**src/rtl/syn_filt_sched_if.sv**
```systemverilog
// Bus bundle between the subframe scheduler and its environment.
// Latency: none, plain wires.
// Backpressure: none on the bundle; syn_filt completion is signalled by sfDone.
interface syn_filt_sched_if;
    logic        start;
    logic        done;
    logic        busy;
    logic [31:0] memIn;
    logic [10:0] memReadAddr;
    logic [10:0] memWriteAddr;
    logic [31:0] memOut;
    logic        memWriteEn;
    logic        memOwner;
    logic        sfStart;
    logic        sfDone;
    logic [10:0] sfXAddr;
    logic [10:0] sfAAddr;
    logic [10:0] sfYAddr;
    logic [10:0] sfFMemAddr;
    logic [10:0] sfUpdateAddr;

    // scheduler side
    modport master (
        input  start, memIn, sfDone,
        output done, busy, memReadAddr, memWriteAddr, memOut, memWriteEn,
               memOwner, sfStart, sfXAddr, sfAAddr, sfYAddr, sfFMemAddr, sfUpdateAddr
    );

    // environment side: frame control, scratch memory, syn_filt
    modport slave (
        output start, memIn, sfDone,
        input  done, busy, memReadAddr, memWriteAddr, memOut, memWriteEn,
               memOwner, sfStart, sfXAddr, sfAAddr, sfYAddr, sfFMemAddr, sfUpdateAddr
    );
endinterface

```
**src/rtl/syn_filt_sched.sv**
```systemverilog
// Runs syn_filt over NUM_SUBFR subframes, writing update flags and carrying the last M outputs into filter memory.
// Latency: start-to-done = 1 + sum over subframes of (2 + RUN_WAIT cycles + M*(RD_LAT+1)).
// Backpressure: start ignored while busy; each subframe stalls until a fresh sfDone rising edge.
module syn_filt_sched #(
    parameter int          NUM_SUBFR  = 2,
    parameter int          L_SUBFR    = 40,
    parameter int          M          = 10,
    parameter int          RD_LAT     = 2,
    parameter logic [10:0] X_BASE     = 11'd560,
    parameter logic [10:0] A_BASE     = 11'd624,
    parameter logic [10:0] Y_BASE     = 11'd688,
    parameter logic [10:0] FMEM_BASE  = 11'd816,
    parameter logic [10:0] UPD_BASE   = 11'd944,
    parameter logic [10:0] SF_STRIDE  = 11'd1024,
    parameter logic [31:0] UPDATE_VAL = 32'd1
) (
    input  logic              clk,
    input  logic              reset,
    syn_filt_sched_if.master  bus
);
    localparam int          IW      = $clog2(M + 1);
    localparam int          KW      = (NUM_SUBFR > 1) ? $clog2(NUM_SUBFR) : 1;
    localparam int          WW      = $clog2(RD_LAT + 1);
    localparam logic [10:0] CPY_OFF = 11'(L_SUBFR - M);

    typedef enum logic [2:0] {
        S_IDLE, S_WR_UPD, S_RUN_START, S_RUN_WAIT,
        S_CPY_RD, S_CPY_WAIT, S_CPY_WR, S_FINISH
    } state_t;

    state_t      r_state;
    logic [KW-1:0] r_k;
    logic [IW-1:0] r_i;
    logic [WW-1:0] r_wait;
    logic        r_sf_done_d;
    logic        r_done, r_busy, r_sf_start, r_we, r_owner;
    logic [31:0] r_wdat;
    logic [10:0] r_raddr, r_waddr;
    logic [10:0] r_sf_x, r_sf_a, r_sf_y, r_sf_upd;
    logic        w_sf_rise;
    logic        w_go_wr;

    // Only a fresh rising edge ends RUN_WAIT, so a level left high from the previous run is not taken as done.
    assign w_sf_rise = bus.sfDone & ~r_sf_done_d;

    // Read data is sampled RD_LAT edges after the edge that loaded memReadAddr.
    assign w_go_wr = ((r_state == S_CPY_RD) && (RD_LAT == 1)) ||
                     ((r_state == S_CPY_WAIT) && (r_wait == WW'(RD_LAT - 1)));

    // Scheduler FSM; every output register is loaded with the value of the state being entered.
    always_ff @(posedge clk or posedge reset) begin
        if (reset) begin
            r_state     <= S_IDLE;
            r_k         <= '0;
            r_i         <= '0;
            r_wait      <= '0;
            r_sf_done_d <= 1'b0;
            r_done      <= 1'b0;
            r_busy      <= 1'b0;
            r_sf_start  <= 1'b0;
            r_we        <= 1'b0;
            r_owner     <= 1'b1;
            r_wdat      <= '0;
            r_raddr     <= '0;
            r_waddr     <= '0;
            r_sf_x      <= X_BASE;
            r_sf_a      <= A_BASE;
            r_sf_y      <= Y_BASE;
            r_sf_upd    <= UPD_BASE;
        end else begin
            r_we        <= 1'b0;
            r_sf_start  <= 1'b0;
            r_done      <= 1'b0;
            r_sf_done_d <= bus.sfDone;
            case (r_state)
                S_IDLE: begin
                    if (bus.start) begin
                        r_state  <= S_WR_UPD;
                        r_busy   <= 1'b1;
                        r_k      <= '0;
                        r_sf_x   <= X_BASE;
                        r_sf_a   <= A_BASE;
                        r_sf_y   <= Y_BASE;
                        r_sf_upd <= UPD_BASE;
                        r_we     <= 1'b1;
                        r_waddr  <= UPD_BASE;
                        r_wdat   <= UPDATE_VAL;
                    end
                end
                S_WR_UPD: begin
                    r_state    <= S_RUN_START;
                    r_sf_start <= 1'b1;
                    r_owner    <= 1'b0;
                end
                S_RUN_START: begin
                    r_state <= S_RUN_WAIT;
                end
                S_RUN_WAIT: begin
                    if (w_sf_rise) begin
                        r_state <= S_CPY_RD;
                        r_owner <= 1'b1;
                        r_i     <= '0;
                        r_raddr <= r_sf_y + CPY_OFF;
                    end
                end
                S_CPY_RD: begin
                    if (RD_LAT > 1) begin
                        r_state <= S_CPY_WAIT;
                        r_wait  <= WW'(1);
                    end
                end
                S_CPY_WAIT: begin
                    r_wait <= r_wait + WW'(1);
                end
                S_CPY_WR: begin
                    if (r_i < IW'(M - 1)) begin
                        r_state <= S_CPY_RD;
                        r_i     <= r_i + IW'(1);
                        r_raddr <= r_sf_y + CPY_OFF + 11'(r_i) + 11'd1;
                    end else if (r_k < KW'(NUM_SUBFR - 1)) begin
                        r_state  <= S_WR_UPD;
                        r_k      <= r_k + KW'(1);
                        r_sf_x   <= r_sf_x + SF_STRIDE;
                        r_sf_a   <= r_sf_a + SF_STRIDE;
                        r_sf_y   <= r_sf_y + SF_STRIDE;
                        r_sf_upd <= r_sf_upd + SF_STRIDE;
                        r_we     <= 1'b1;
                        r_waddr  <= r_sf_upd + SF_STRIDE;
                        r_wdat   <= UPDATE_VAL;
                    end else begin
                        r_state <= S_FINISH;
                        r_done  <= 1'b1;
                    end
                end
                S_FINISH: begin
                    r_state <= S_IDLE;
                    r_busy  <= 1'b0;
                end
                default: r_state <= S_IDLE;
            endcase
            // Entering CPY_WR overrides the CPY_RD/CPY_WAIT choices above.
            if (w_go_wr) begin
                r_state <= S_CPY_WR;
                r_we    <= 1'b1;
                r_waddr <= FMEM_BASE + 11'(r_i);
                r_wdat  <= bus.memIn;
            end
        end
    end

    assign bus.done         = r_done;
    assign bus.busy         = r_busy;
    assign bus.sfStart      = r_sf_start;
    assign bus.memWriteEn   = r_we;
    assign bus.memOwner     = r_owner;
    assign bus.memOut       = r_wdat;
    assign bus.memReadAddr  = r_raddr;
    assign bus.memWriteAddr = r_waddr;
    assign bus.sfXAddr      = r_sf_x;
    assign bus.sfAAddr      = r_sf_a;
    assign bus.sfYAddr      = r_sf_y;
    assign bus.sfFMemAddr   = FMEM_BASE;
    assign bus.sfUpdateAddr = r_sf_upd;
endmodule

```
**src/flat_wrapper.sv**
```systemverilog
// flat-port wrapper written by rule: the top's interface ports become plain ports
module syn_filt_sched_flat 
#(
    parameter int          NUM_SUBFR  = 2,
    parameter int          L_SUBFR    = 40,
    parameter int          M          = 10,
    parameter int          RD_LAT     = 2,
    parameter logic [10:0] X_BASE     = 11'd560,
    parameter logic [10:0] A_BASE     = 11'd624,
    parameter logic [10:0] Y_BASE     = 11'd688,
    parameter logic [10:0] FMEM_BASE  = 11'd816,
    parameter logic [10:0] UPD_BASE   = 11'd944,
    parameter logic [10:0] SF_STRIDE  = 11'd1024,
    parameter logic [31:0] UPDATE_VAL = 32'd1
)
  (clk, reset, bus_start, bus_memIn, bus_sfDone, bus_done, bus_busy, bus_memReadAddr, bus_memWriteAddr, bus_memOut, bus_memWriteEn, bus_memOwner, bus_sfStart, bus_sfXAddr, bus_sfAAddr, bus_sfYAddr, bus_sfFMemAddr, bus_sfUpdateAddr);
  syn_filt_sched_if bus_i ();
  input  logic clk;
  input  logic reset;
  input wire logic [$bits(bus_i.start)-1:0] bus_start;
  input wire logic [$bits(bus_i.memIn)-1:0] bus_memIn;
  input wire logic [$bits(bus_i.sfDone)-1:0] bus_sfDone;
  output wire logic [$bits(bus_i.done)-1:0] bus_done;
  output wire logic [$bits(bus_i.busy)-1:0] bus_busy;
  output wire logic [$bits(bus_i.memReadAddr)-1:0] bus_memReadAddr;
  output wire logic [$bits(bus_i.memWriteAddr)-1:0] bus_memWriteAddr;
  output wire logic [$bits(bus_i.memOut)-1:0] bus_memOut;
  output wire logic [$bits(bus_i.memWriteEn)-1:0] bus_memWriteEn;
  output wire logic [$bits(bus_i.memOwner)-1:0] bus_memOwner;
  output wire logic [$bits(bus_i.sfStart)-1:0] bus_sfStart;
  output wire logic [$bits(bus_i.sfXAddr)-1:0] bus_sfXAddr;
  output wire logic [$bits(bus_i.sfAAddr)-1:0] bus_sfAAddr;
  output wire logic [$bits(bus_i.sfYAddr)-1:0] bus_sfYAddr;
  output wire logic [$bits(bus_i.sfFMemAddr)-1:0] bus_sfFMemAddr;
  output wire logic [$bits(bus_i.sfUpdateAddr)-1:0] bus_sfUpdateAddr;
  assign bus_i.start = bus_start;
  assign bus_i.memIn = bus_memIn;
  assign bus_i.sfDone = bus_sfDone;
  assign bus_done = bus_i.done;
  assign bus_busy = bus_i.busy;
  assign bus_memReadAddr = bus_i.memReadAddr;
  assign bus_memWriteAddr = bus_i.memWriteAddr;
  assign bus_memOut = bus_i.memOut;
  assign bus_memWriteEn = bus_i.memWriteEn;
  assign bus_memOwner = bus_i.memOwner;
  assign bus_sfStart = bus_i.sfStart;
  assign bus_sfXAddr = bus_i.sfXAddr;
  assign bus_sfAAddr = bus_i.sfAAddr;
  assign bus_sfYAddr = bus_i.sfYAddr;
  assign bus_sfFMemAddr = bus_i.sfFMemAddr;
  assign bus_sfUpdateAddr = bus_i.sfUpdateAddr;
  syn_filt_sched #(.NUM_SUBFR(NUM_SUBFR), .L_SUBFR(L_SUBFR), .M(M), .RD_LAT(RD_LAT), .X_BASE(X_BASE), .A_BASE(A_BASE), .Y_BASE(Y_BASE), .FMEM_BASE(FMEM_BASE), .UPD_BASE(UPD_BASE), .SF_STRIDE(SF_STRIDE), .UPDATE_VAL(UPDATE_VAL)) u_core (.clk(clk), .reset(reset), .bus(bus_i));
endmodule
```
**config.mk**
```make
export PLATFORM = sky130hd
export DESIGN_NAME = syn_filt_sched_flat
export DESIGN_NICKNAME = d
export VERILOG_FILES = /design/src/rtl/syn_filt_sched_if.sv /design/src/rtl/syn_filt_sched.sv /design/src/flat_wrapper.sv
export SDC_FILE = /design/constraint.sdc
export NUM_CORES = 1
export LEC_CHECK = 0
export BUFFER_PORTS_ARGS = -buffer_cell sky130_fd_sc_hd__buf_2
export CORE_AREA = 5 5 126 68
export DETAILED_ROUTE_END_ITERATION = 10
export DIE_AREA = 0 0 131 73
export GPL_TIMING_DRIVEN = 0
export PLACE_DENSITY = 0.95
export SYNTH_ARGS = -nofsm -noshare
export SYNTH_HDL_FRONTEND = slang
export SYNTH_SLANG_ARGS = --single-unit
```
**constraint.sdc**
```tcl
create_clock -name clk -period 4.9 [get_ports clk]
set_input_delay 0.245 -clock clk [delete_from_list [all_inputs] [get_ports clk]]
set_output_delay 0.245 -clock clk [all_outputs]
set_load 0.01 [all_outputs]
```
; ---- After elaboration in Yosys (flattened, before gate mapping)
; Cells that the tools add are included.
[word_totals]
reg_bits = 114
input_bits = 36
output_inout_bits = 114
wordCells = 116
[op_classes]
n_addsub = 11
magnitude_cmp = 2
eq_ne = 17
muxes = 52
bitwise = 2
reduce_logical = 15
[ops]
columns = operator, count
row1 = two-way mux 11 bit, 15
row2 = two-way mux 32 bit, 4
row3 = one-hot mux 11 bit (2 select lines), 5
row4 = one-hot mux 32 bit (2 select lines), 1
row5 = adder 11 bit (second input constant), 4
row6 = one-hot mux 3 bit (7 select lines), 1
row7 = two-way mux 3 bit, 5
row8 = two-way mux 1 bit, 13
row9 = == test 3 bit (second input constant), 4
row10 = adder 10 x 4 -> 11 bit (first input constant), 1
row11 = adder 11 x 1 -> 11 bit (second input constant), 1
row12 = adder 11 x 4 -> 11 bit, 1
row13 = adder 11 x 5 -> 11 bit (second input constant), 1
row14 = nonzero test 2 bit, 5
row15 = two-way mux 4 bit, 2
row16 = one-hot mux 1 bit (2 select lines), 4
row17 = one-hot mux 4 bit (2 select lines), 1
row18 = AND reduction 4 bit, 2
row19 = nonzero test 8 bit, 1
row20 = == test 3 x 2 -> 1 bit (second input constant), 2
row21 = inequality test 2 x 1 -> 1 bit (second input constant), 3
row22 = inequality test 3 x 1 -> 1 bit (second input constant), 2
row23 = inequality test 3 x 2 -> 1 bit (second input constant), 2
row24 = AND reduction 3 bit, 2
row25 = 15 further kinds, 17

; ---- Depth between registers and ports, before layout
; Gate-level depths: netlist of run 1.
[depth]
ltp_word = 5
ltp_mapped = 7
mapped_depth_nobuf = 7

; ---- Worst setup path after synthesis of run 1
; No wires, ideal clock.
[synth_path]
path_kind = flip-flop to flip-flop
start = reg u_core.r_i[1]
end = reg u_core.r_raddr[4], in the netlist u_core.bus.memReadAddr[4]
setup_time_ns = 0.128
arrival_time_ns = 1.641
required_ns = 4.772
path_slack_ns = 3.131
path_stages_with_launch = 8
path_buffers = 1
period_less_slack_ns = 1.769
cell_sequence = dfrtp_1 inv_1 ha_1 nand2b_1 a21oi_2 nor2_2 buf_2 mux2_1
[synth_between]
elab_chain_cells = 4
elab_cells_between_ends = 7
classes_between = add/sub (2) / order compare (1) / eq/ne (1) / mux (2) / reduce/logical (1)
[synth_lines]
columns = element, line
row1 = from (decl), syn_filt_sched.sv:33  ; logic [IW-1:0] r_i;
row2 = from (signal assigned), syn_filt_sched.sv:118  ; r_i <= r_i + IW'(1);
row3 = adder 11 x 4 -> 11 bit, syn_filt_sched.sv:119  ; r_raddr <= r_sf_y + CPY_OFF + 11'(r_i) + 11'd1;
row4 = adder 11 x 1 -> 11 bit, syn_filt_sched.sv:119
row5 = two-way mux 11 bit, syn_filt_sched.sv:116  ; if (r_i < IW'(M - 1)) begin
row6 = one-hot mux 11 bit (2 select lines), syn_filt_sched.sv:75  ; case (r_state)
row7 = to (signal assigned), syn_filt_sched.sv:103  ; r_raddr <= r_sf_y + CPY_OFF;
row8 = to (signal assigned), syn_filt_sched.sv:119
row9 = to (decl), syn_filt_sched.sv:38  ; logic [10:0] r_raddr, r_waddr;
; Parallel ways exist; a longest one is shown, timed or not. The select of a mux whose other input is x is not followed.
; A chain may end at the register's enable or synchronous reset.

; ---- Final worst setup path of run 1
[layout_path]
start = reg u_core.r_i[0]
end = reg u_core.r_wdat[6], in the netlist u_core.bus.memOut[6]
[layout_between]
elab_chain_cells = 3
[layout_lines]
columns = element, line
row1 = less-than comparator 4 bit, syn_filt_sched.sv:116
row2 = inequality test 3 x 2 -> 1 bit (no source line), n/a
row3 = AND reduction 4 bit (no source line), n/a
row4 = to (signal assigned), syn_filt_sched.sv:146  ; r_wdat <= bus.memIn;
row5 = to (decl), syn_filt_sched.sv:37  ; logic [31:0] r_wdat;
; Every way passes these cells.

==> results.cfg, run 1 <==
[status]
status = completed

[worst_setup_path]
crit_slowest_cell = o31ai_4
required_ps = 5110
critPathArrivalTime_ps = 2340
crit_type = flop to flop
max_stage_delay_ps = 530
path_max_fanout = 10
path_cells = inv_1 -> ha_1 -> nor2b_1 -> o31ai_4 -> nor2_8 -> buf_6 -> a22o_1
critPathLaunchType = flop
cp-end-kind = flop

[drt]
remaining_drc_errors = 0
wl_mm = 8.96
first_pass_iters = 4
dr.first_iter.drc_count = 198
vias = 2817
drtAntennaViolNets = 0
post_drt_wl_per_cell_um = 15.8
post_drt_via_cell_ratio = 4.96

[logic_synthesis]
synth_area_sq_um = 3740
synth_common_cells = dfrtp_1, buf_4, a22o_1, inv_1
synth_cell_types = 52
synthTopCellsByArea = dfrtp_1, buf_4, a22o_1
yosysTopAreaCell = dfrtp_1
syn_area_per_cell_sq_um = 12.4
yosys.area.top_type_share = 0.521
synth_cells = 303
yosysMostFrequentCell = dfrtp_1
synth_edf_count = 0
synthFlopType = dfrtp_1
synth-seq-cells = 85
ys_async_sr_fraction = 1.00
yosysWarnings = 0
yosysSeqAreaShare = 0.571

[clocking]
cts_tree = done
clk_path_buf_depth = 2
cts_root_buffer = clkbuf_16
clk_pin_slew_ps = 60
cts.sinks = 85
h-tree-depth = 3
cts_buffers = 9
clock_latency_ps = 330

[global_route]
antenna_found_initial = 0
grt_util_all_layers = 0.190
grt_pass1_vias = 2760
grt_pass1_wl_mm = 14.0
grt-ovfl-total = 0
grt_max_degree = 50

[pwr]
ir_worst_vdd_uv = 258
p_per_area_nw_per_um2 = 496
power.total_w = 0.00244
p_leak_nw = 2.57

[floorplanning]
start_util = 0.497
die_area_sq_um = 9560
num_rows = 23
pin_count = 150
core_region_area_sq_um = 7540
die_h_um = 73
dieWidth_um = 131

[placed_design]
post-place-ws_ps = 2790
gp_congestion = 0.889
portBuffers = 119
dp.cells = 551
dp_hpwl_mm = 6.89

[run]
cap_violations = 0

[min_path]
hold_class = primary input to flop

[layout]
num_antenna_cells = 0
instances_no_fill = 568
areaGrowthSynthToFinish_pct = 31.2
final_util = 0.652
drive_gt1_frac = 0.447
nets = 505
fill_cells = 598

[sta]
rsz0062_at_grt = false
fin_ws_ps = 2770
slew_violations = 0
worst_pin_slew_ps = 676
fmax_ghz = 0.470
min_period_ps = 2130
min_period_over_period = 0.435
tns_ps = 0
hold_violations = 0
maxSlewHeadroom = 0.546
finClkSkew_ps = 10.5
setup_viol = 0
## worst paths after layout
check	depth (start not counted)	end	startpoint	slack, ps
max	7	u_core.bus.memOut[6]	u_core.r_i[0]	2770
min	1	u_core.r_sf_done_d	bus_sfDone	50
max reg2reg	7	u_core.bus.memOut[6]	u_core.r_i[0]	2770
min reg2reg	1	u_core.bus.sfAAddr[10]	u_core.bus.sfAAddr[10]	460
max in group asynchronous	4	u_core.bus.memOwner	reset	3760
min in group asynchronous	3	u_core.bus.memOut[6]	reset	480
## cell type report
class	instances	area [sq um]	share of cell area
Inverter	12	47.5	0.00968
Clock inverter	7	77.6	0.0158
Tap cell	100	125	0.0255
Clock buffer	9	225	0.0458
Sequential cell	85	2140	0.435
Buffer	57	403	0.0820
Timing Repair Buffer	121	633	0.129
Multi-Input combinational cell	177	1260	0.258
## per-layer routing
metal | wire, um | track usage | vias to the layer above
met3 | 1020 | 0.0687 | 6
met1 | 3880 | 0.265 | 1375
met2 | 4010 | 0.292 | 119
met5 | 0 | 0 | -
li1 | - | - | 1317
met4 | 42 | 0.0319 | 0
## logic make-up (layout without fill, tap and decap cells)
logic type,after synthesis,in the layout,synth area share
flip-flops,85,85,0.571
buffers and inverters,69,206,0.120
AO/OA/AOI/OAI,65,65,0.146
AND/OR/NAND/NOR,61,61,0.100
multiplexers,12,12,0.0344
adder cells (fa/ha/maj),6,6,0.0201
XOR/XNOR,3,3,0.00702
other,2,30,0.00201
## state kept, by name (all words and copies together), names as in the netlist
register and count:
u_core.bus.memOwner 1, u_core.bus.sfXAddr 1, u_core.bus.memWriteAddr 11, u_core.bus.done 1, u_core.r_wait 2, u_core.bus.busy 1, u_core.bus.memOut 32, u_core.r_k 1
u_core.bus.sfAAddr 2, u_core.bus.memReadAddr 11, u_core.bus.sfYAddr 1, u_core.bus.memWriteEn 1, u_core.r_sf_done_d 1, u_core.r_state 3, u_core.bus.sfStart 1, u_core.bus.sfUpdateAddr 11
u_core.r_i 4
## per-stage QoR
step                      hold WS (ps)  area [sq um]
after floorplan                    276          3850
after global placement             389          4570
after detailed placement           300          4600
after CTS                         47.3          4910
after global routing              52.2          4910
final                             54.7          4910
## timing repair
action	4_1_cts	5_1_grt
gates resized for setup	0	0
hold endpoints to repair	32	0
setup buffers	0	0
hold buffers	1	0
## power breakdown
group / total (W) / internal, W / switching [W] / leakage (nW)
Sequential: 0.000962 / 0.000856 / 0.000105 / 1.07
Clock: 0.000678 / 0.000401 / 0.000278 / 0.147
Combinational: 0.000796 / 0.000344 / 0.000452 / 1.35
Total: 0.00244 / 0.00160 / 0.000834 / 2.57
## critical path: cells and delay by family, from the launching register on
family	cells	cell delay, ps
AO/OA/AOI/OAI	2	720
flip-flops	1	500
buffers and inverters	2	280
AND/OR/NAND/NOR	2	270
adder cells (fa/ha/maj)	1	220
## cells in the final DEF, fill, tap and decap left out, types with 3 or more instances in the layout
cell,n
buf_2,126
nor2_1,9
buf_4,40
inv_6,4
mux2i_1,5
conb_1,30
mux2_2,5
clkbuf_16,9
o22a_1,5
a22o_1,33
buf_6,4
nand2_1,8
dfrtp_1,78
and2_1,7
inv_1,10
clkbuf_1,6
nor2b_1,3
dfstp_2,7
nand2b_1,9
ha_1,6
o21ai_0,7
xnor2_1,3
nor3_1,7
nand3_1,3
Power figures use the tool's default switching activity.
==> run 2: changes to the inputs <==
Settings changed: CORE_AREA 5 5 126 68 to 5 5 137 74, DIE_AREA 0 0 131 73 to 0 0 142 79, PLACE_DENSITY 0.95 to 0.86.
Clock period 4.9 ns to 1.81 ns, I/O delays scaled along.
==> run 2 against run 1 <==
Effect of this change: sequential power increased to 2.7 times the previous value; sequential share of layout area decreased by 4.3 points; combinational power increased to 3.1 times the previous value; critical path depth decreased by 1; first-iteration DRC count decreased by 10%; flip-flop and latch count unchanged; clock power increased to 3.2 times the previous value; largest cell class unchanged; highest routed layer unchanged.
==> results.cfg, run 2 (synthesis gave the netlist of run 1 again) <==
[status]
status = completed

[clocking]
clk_pin_slew_ps = 60
clock_latency_ps = 340
clk_path_buf_depth = 2
cts_buffers = 9
cts.sinks = 85
h-tree-depth = 3
cts_tree = done
cts_root_buffer = clkbuf_16

[placed_design]
dp_hpwl_mm = 6.97
portBuffers = 119
gp_congestion = 0.906

[worst_setup_path]
max_stage_delay_ps = 580
cp-end-kind = flop
crit_slowest_cell = or4b_4
path_cells = buf_6 -> or4b_4 -> o31ai_4 -> nor2_8 -> buf_8 -> a22o_1
critPathLaunchType = flop
reg2regPathDepth = 6
critPathArrivalTime_ps = 2000
path_max_fanout = 10
crit_type = flop to flop
required_ps = 2030

[floorplanning]
core_region_area_sq_um = 8950
dieWidth_um = 142
num_rows = 25
die_area_sq_um = 11200
die_h_um = 79
pin_count = 150
start_util = 0.418

[run]
cap_violations = 0

[sta]
rsz0062_at_grt = true
finClkSkew_ps = 8.09
hold_violations = 0
worst_pin_slew_ps = 524
fmax_ghz = 0.559
whs_ps = 186
min_period_ps = 1790
setup_viol = 0
maxSlewHeadroom = 0.650
min_period_over_period = 0.987
slew_violations = 0

[drt]
wl_mm = 10.1
post_drt_via_cell_ratio = 4.70
dr.first_iter.drc_count = 178
first_pass_iters = 4
vias = 2966
remaining_drc_errors = 0
post_drt_wl_per_cell_um = 15.9
drtAntennaViolNets = 0

[layout]
final_cell_mix = buf_2, dfrtp_1, buf_4
num_antenna_cells = 0
layout_commonest_cell = buf_2
drive_gt1_frac = 0.443
final_util = 0.609
nets = 547
largest_register_ffs = 32
areaGrowthSynthToFinish_pct = 45.6
fill_cells = 719

[global_route]
grt_max_degree = 45
grt_pass1_wl_mm = 16.3
grt_pass1_vias = 3103
grt-ovfl-total = 0
antenna_found_initial = 0
grt_util_all_layers = 0.186

[pwr]
p_clk_frac = 0.300
switching_share = 0.334
ir_worst_vdd_uv = 699
seqPwrFrac = 0.357
p_leak_nw = 2.80
p_per_area_nw_per_um2 = 1320
p_int_w = 0.00481
p_switching_w = 0.00241
combPwrFrac = 0.343

[min_path]
hold_class = primary input to asynchronous set/reset pin
[run 2: cell count changes in the layout (fill, tap and decap cells not counted), moves of 2 or more]
cell,delta
dlygate4sd3_1,+33
dfrtp_1,-2
dfrtp_2,+2
inv_8,+2
buf_2,-2
nor2b_4,+2
buf_4,+11
buf_12,+2
inv_6,-3
bufinv_16,+2
[run 2: worst max-delay path, delay by kind of cell (launching register included)]
kind	cells	cell delay (ps)
and+or+nand+nor	2	670
DFF	1	370
AOI/OAI and AO/OA	2	320
buffers and inverters	2	310
[run 2: layout make-up]
type	instances	area [sq um]	share of cell area
sequential	85	2140	0.392
multi-input combinational	177	1310	0.240
timing repair buffer	163	1040	0.190
buffer	57	415	0.0762
clock buffer	9	225	0.0413
tap	121	151	0.0278
clock inverter	7	130	0.0239
inverter	12	48.8	0.00895
[run 2: per-stage QoR]
step / std cells / setup TNS (ps) / total power [W] / setup WS (ps) / area [sq um]
2_1_floorplan: 331 / 0 / 0.00404 / 41.3 / 3850
3_3_place_gp: 571 / -11870 / 0.00470 / -259 / 4600
3_5_place_dp: 573 / -13630 / 0.00480 / -299 / 4640
4_1_cts: 627 / 0 / 0.00714 / 15.3 / 5390
5_1_grt: 631 / -93.5 / 0.00764 / -20.9 / 5450
6_report: 631 / 0 / 0.00722 / 22.7 / 5450
[run 2: power groups by stage]
stage	clock network, W	registers, W	logic [W]
after floorplan	0	0.00273	0.00131
after global placement	0	0.00259	0.00211
after detailed placement	0	0.00262	0.00218
after CTS	0.00221	0.00257	0.00236
after global routing	0.00230	0.00263	0.00271
final	0.00216	0.00258	0.00247
[run 2: worst paths after layout]
| kind | slack, ps | endpoint | from |
|---|---|---|---|
| setup / recovery | 20 | u_core.bus.memOut[4] | u_core.r_state[2] |
| hold / removal | 190 | u_core.bus.memOut[1] | reset |
| setup reg to reg | 20 | u_core.bus.memOut[4] | u_core.r_state[2] |
| hold reg to reg | 480 | u_core.bus.memOwner | u_core.bus.memOwner |
| max in group asynchronous | 880 | u_core.bus.memOwner | reset |
| min in group clk | 210 | u_core.bus.sfAAddr[6] | bus_start |
[run 2: timing repair]
item,CTS,global route
pin swaps,3,1
setup buffers,4,4
endpoints found under the hold margin,72,0
setup endpoints to repair,60,42
resized for setup,8,10
hold buffers,34,0
[run 2: layer usage]
metal / vias up / global-route usage / wire length [um]
li1: 1401 / - / -
met1: 1458 / 0.246 / 4380
met2: 101 / 0.294 / 4790
met3: 6 / 0.0674 / 810
met4: 0 / 0.0412 / 72
met5: - / 0 / 0
==> run 3: changes to the inputs <==
Settings changed: RECOVER_POWER set to 100.
==> run 3 against run 2 <==
Effect of this change: largest cell class unchanged; sequential share of layout area grew 0.82 points; critical path depth is the same; total power shrank 1.1%; clock skew grew 1.9 ps; flip-flop and latch count is the same; via count grew 0.24%; largest power group unchanged; global-route usage is the same; final cell count is the same; sequential power is essentially flat; die area is the same; clock power is essentially flat.
==> results.cfg, run 3 (synthesis gave the netlist of run 1 again) <==
[drt]
dr.first_iter.drc_count = 154
drtAntennaViolNets = 0
post_drt_via_cell_ratio = 4.71
post_drt_wl_per_cell_um = 16.0
vias = 2973
remaining_drc_errors = 0
first_pass_iters = 5
wl_mm = 10.1

[floorplanning]
dieWidth_um = 142
num_rows = 25
die_h_um = 79
pin_count = 150
core_region_area_sq_um = 8950
die_area_sq_um = 11200
start_util = 0.418

[sta]
tns_ps = 0
min_period_over_period = 0.987
hold_violations = 0
slew_violations = 0
min_period_ps = 1790
rsz0062_at_grt = true
fin_ws_ps = 24.1
setup_viol = 0
maxSlewHeadroom = 0.285
finClkSkew_ps = 9.95
fmax_ghz = 0.560
worst_pin_slew_ps = 1070

[clocking]
clock_latency_ps = 340
cts_buffers = 9
h-tree-depth = 3
clk_pin_slew_ps = 70
cts_root_buffer = clkbuf_16
cts.sinks = 85
cts_tree = done
clk_path_buf_depth = 2

[worst_setup_path]
critPathLaunchType = flop
crit_slowest_cell = or4b_4
cp-end-kind = flop
rrSetupSlack_ps = 20
path_max_fanout = 10
required_ps = 2030
critPathArrivalTime_ps = 2010
max_stage_delay_ps = 580
crit_type = flop to flop
path_cells = buf_6 -> or4b_4 -> o31ai_4 -> nor2_8 -> buf_8 -> a22o_1

[pwr]
ir_worst_vdd_uv = 698
p_per_area_nw_per_um2 = 1340
switching_share = 0.340
power.total_w = 0.00714
seqPwrFrac = 0.362
p_int_w = 0.00471
p_switching_w = 0.00243
p_leak_nw = 2.53
combPwrFrac = 0.334
p_clk_frac = 0.304

[layout]
nets = 547
drive_gt1_frac = 0.292
largest_register_ffs = 32
final_util = 0.597
areaGrowthSynthToFinish_pct = 42.6
num_antenna_cells = 0
layout_commonest_cell = dfrtp_1
instances_no_fill = 631
final_cell_mix = dfrtp_1, clkbuf_1, buf_2

[global_route]
grt_pass1_wl_mm = 16.3
grt_max_degree = 45
antenna_found_initial = 0
grt-ovfl-total = 0
grt_util_all_layers = 0.186
grt_pass1_vias = 3103

[min_path]
hold_class = primary input to asynchronous set/reset pin

[placed_design]
gp_congestion = 0.906
dp_hpwl_mm = 6.97
dp.cells = 573
portBuffers = 119
post-place-ws_ps = -299

[status]
status = completed

[run]
cap_violations = 0
[run 3: changes by cell type in the layout (fill, tap and decap cells not counted), sizes merged]
cell    change
clkbuf     +82
buf        -82
[run 3: worst max-delay path: cells and delay by family (launching register included)]
| family | cells | cell delay, ps |
|---|---|---|
| AOI/OAI and AO/OA | 2 | 320 |
| and+or+nand+nor | 2 | 670 |
| buffers and inverters | 2 | 300 |
| DFF | 1 | 370 |
[run 3: final cells by class]
class	instances	area (sq um)
fill	769	3610
sequential	85	2140
multi-input combinational	177	1300
timing repair buffer	163	930
buffer	57	415
clock buffer	9	225
tap	121	151
clock inverter	7	130
inverter	12	46.3
[run 3: through the flow]
step | instance area (sq um) | hold slack, ps
finish | 5340 | 151
global route | 5340 | 154
CTS | 5390 | 157
detailed placement | 4640 | -27.6
global placement | 4600 | 233
floorplan | 3850 | 122
[run 3: power groups by stage]
stage | combinational [W] | sequential (W) | clock [W]
after CTS | 0.00236 | 0.00257 | 0.00221
final | 0.00238 | 0.00259 | 0.00217
after detailed placement | 0.00218 | 0.00262 | 0
after global routing | 0.00262 | 0.00264 | 0.00230
after floorplan | 0.00131 | 0.00273 | 0
after global placement | 0.00211 | 0.00259 | 0
[run 3: final timing paths]
check | startpoint | end | cells after the start
max in group asynchronous | reset | u_core.bus.memOwner | 5
min in group clk | bus_start | u_core.bus.sfAAddr[6] | 3
max | u_core.r_state[2] | u_core.bus.memOut[4] | 6
min | reset | u_core.bus.memOut[1] | 3
max reg2reg | u_core.r_state[2] | u_core.bus.memOut[4] | 6
min reg2reg | u_core.bus.memOwner | u_core.bus.memOwner | 2
[run 3: what timing repair did]
item,in CTS,in global routing
setup endpoints to repair,60,42
setup buffers,4,4
hold buffers,34,0
hold endpoints to repair,72,0
gates resized for setup,8,10
pin swaps,3,1
[run 3: routing by layer]
layer | up-vias | part of all wire | routed length (um) | GRT usage
met4 | 0 | 0.0073 | 74 | 0.0412
met2 | 120 | 0.47 | 4720 | 0.294
met3 | 6 | 0.088 | 882 | 0.0674
met1 | 1447 | 0.44 | 4400 | 0.246
met5 | - | 0 | 0 | 0
li1 | 1400 | - | - | -
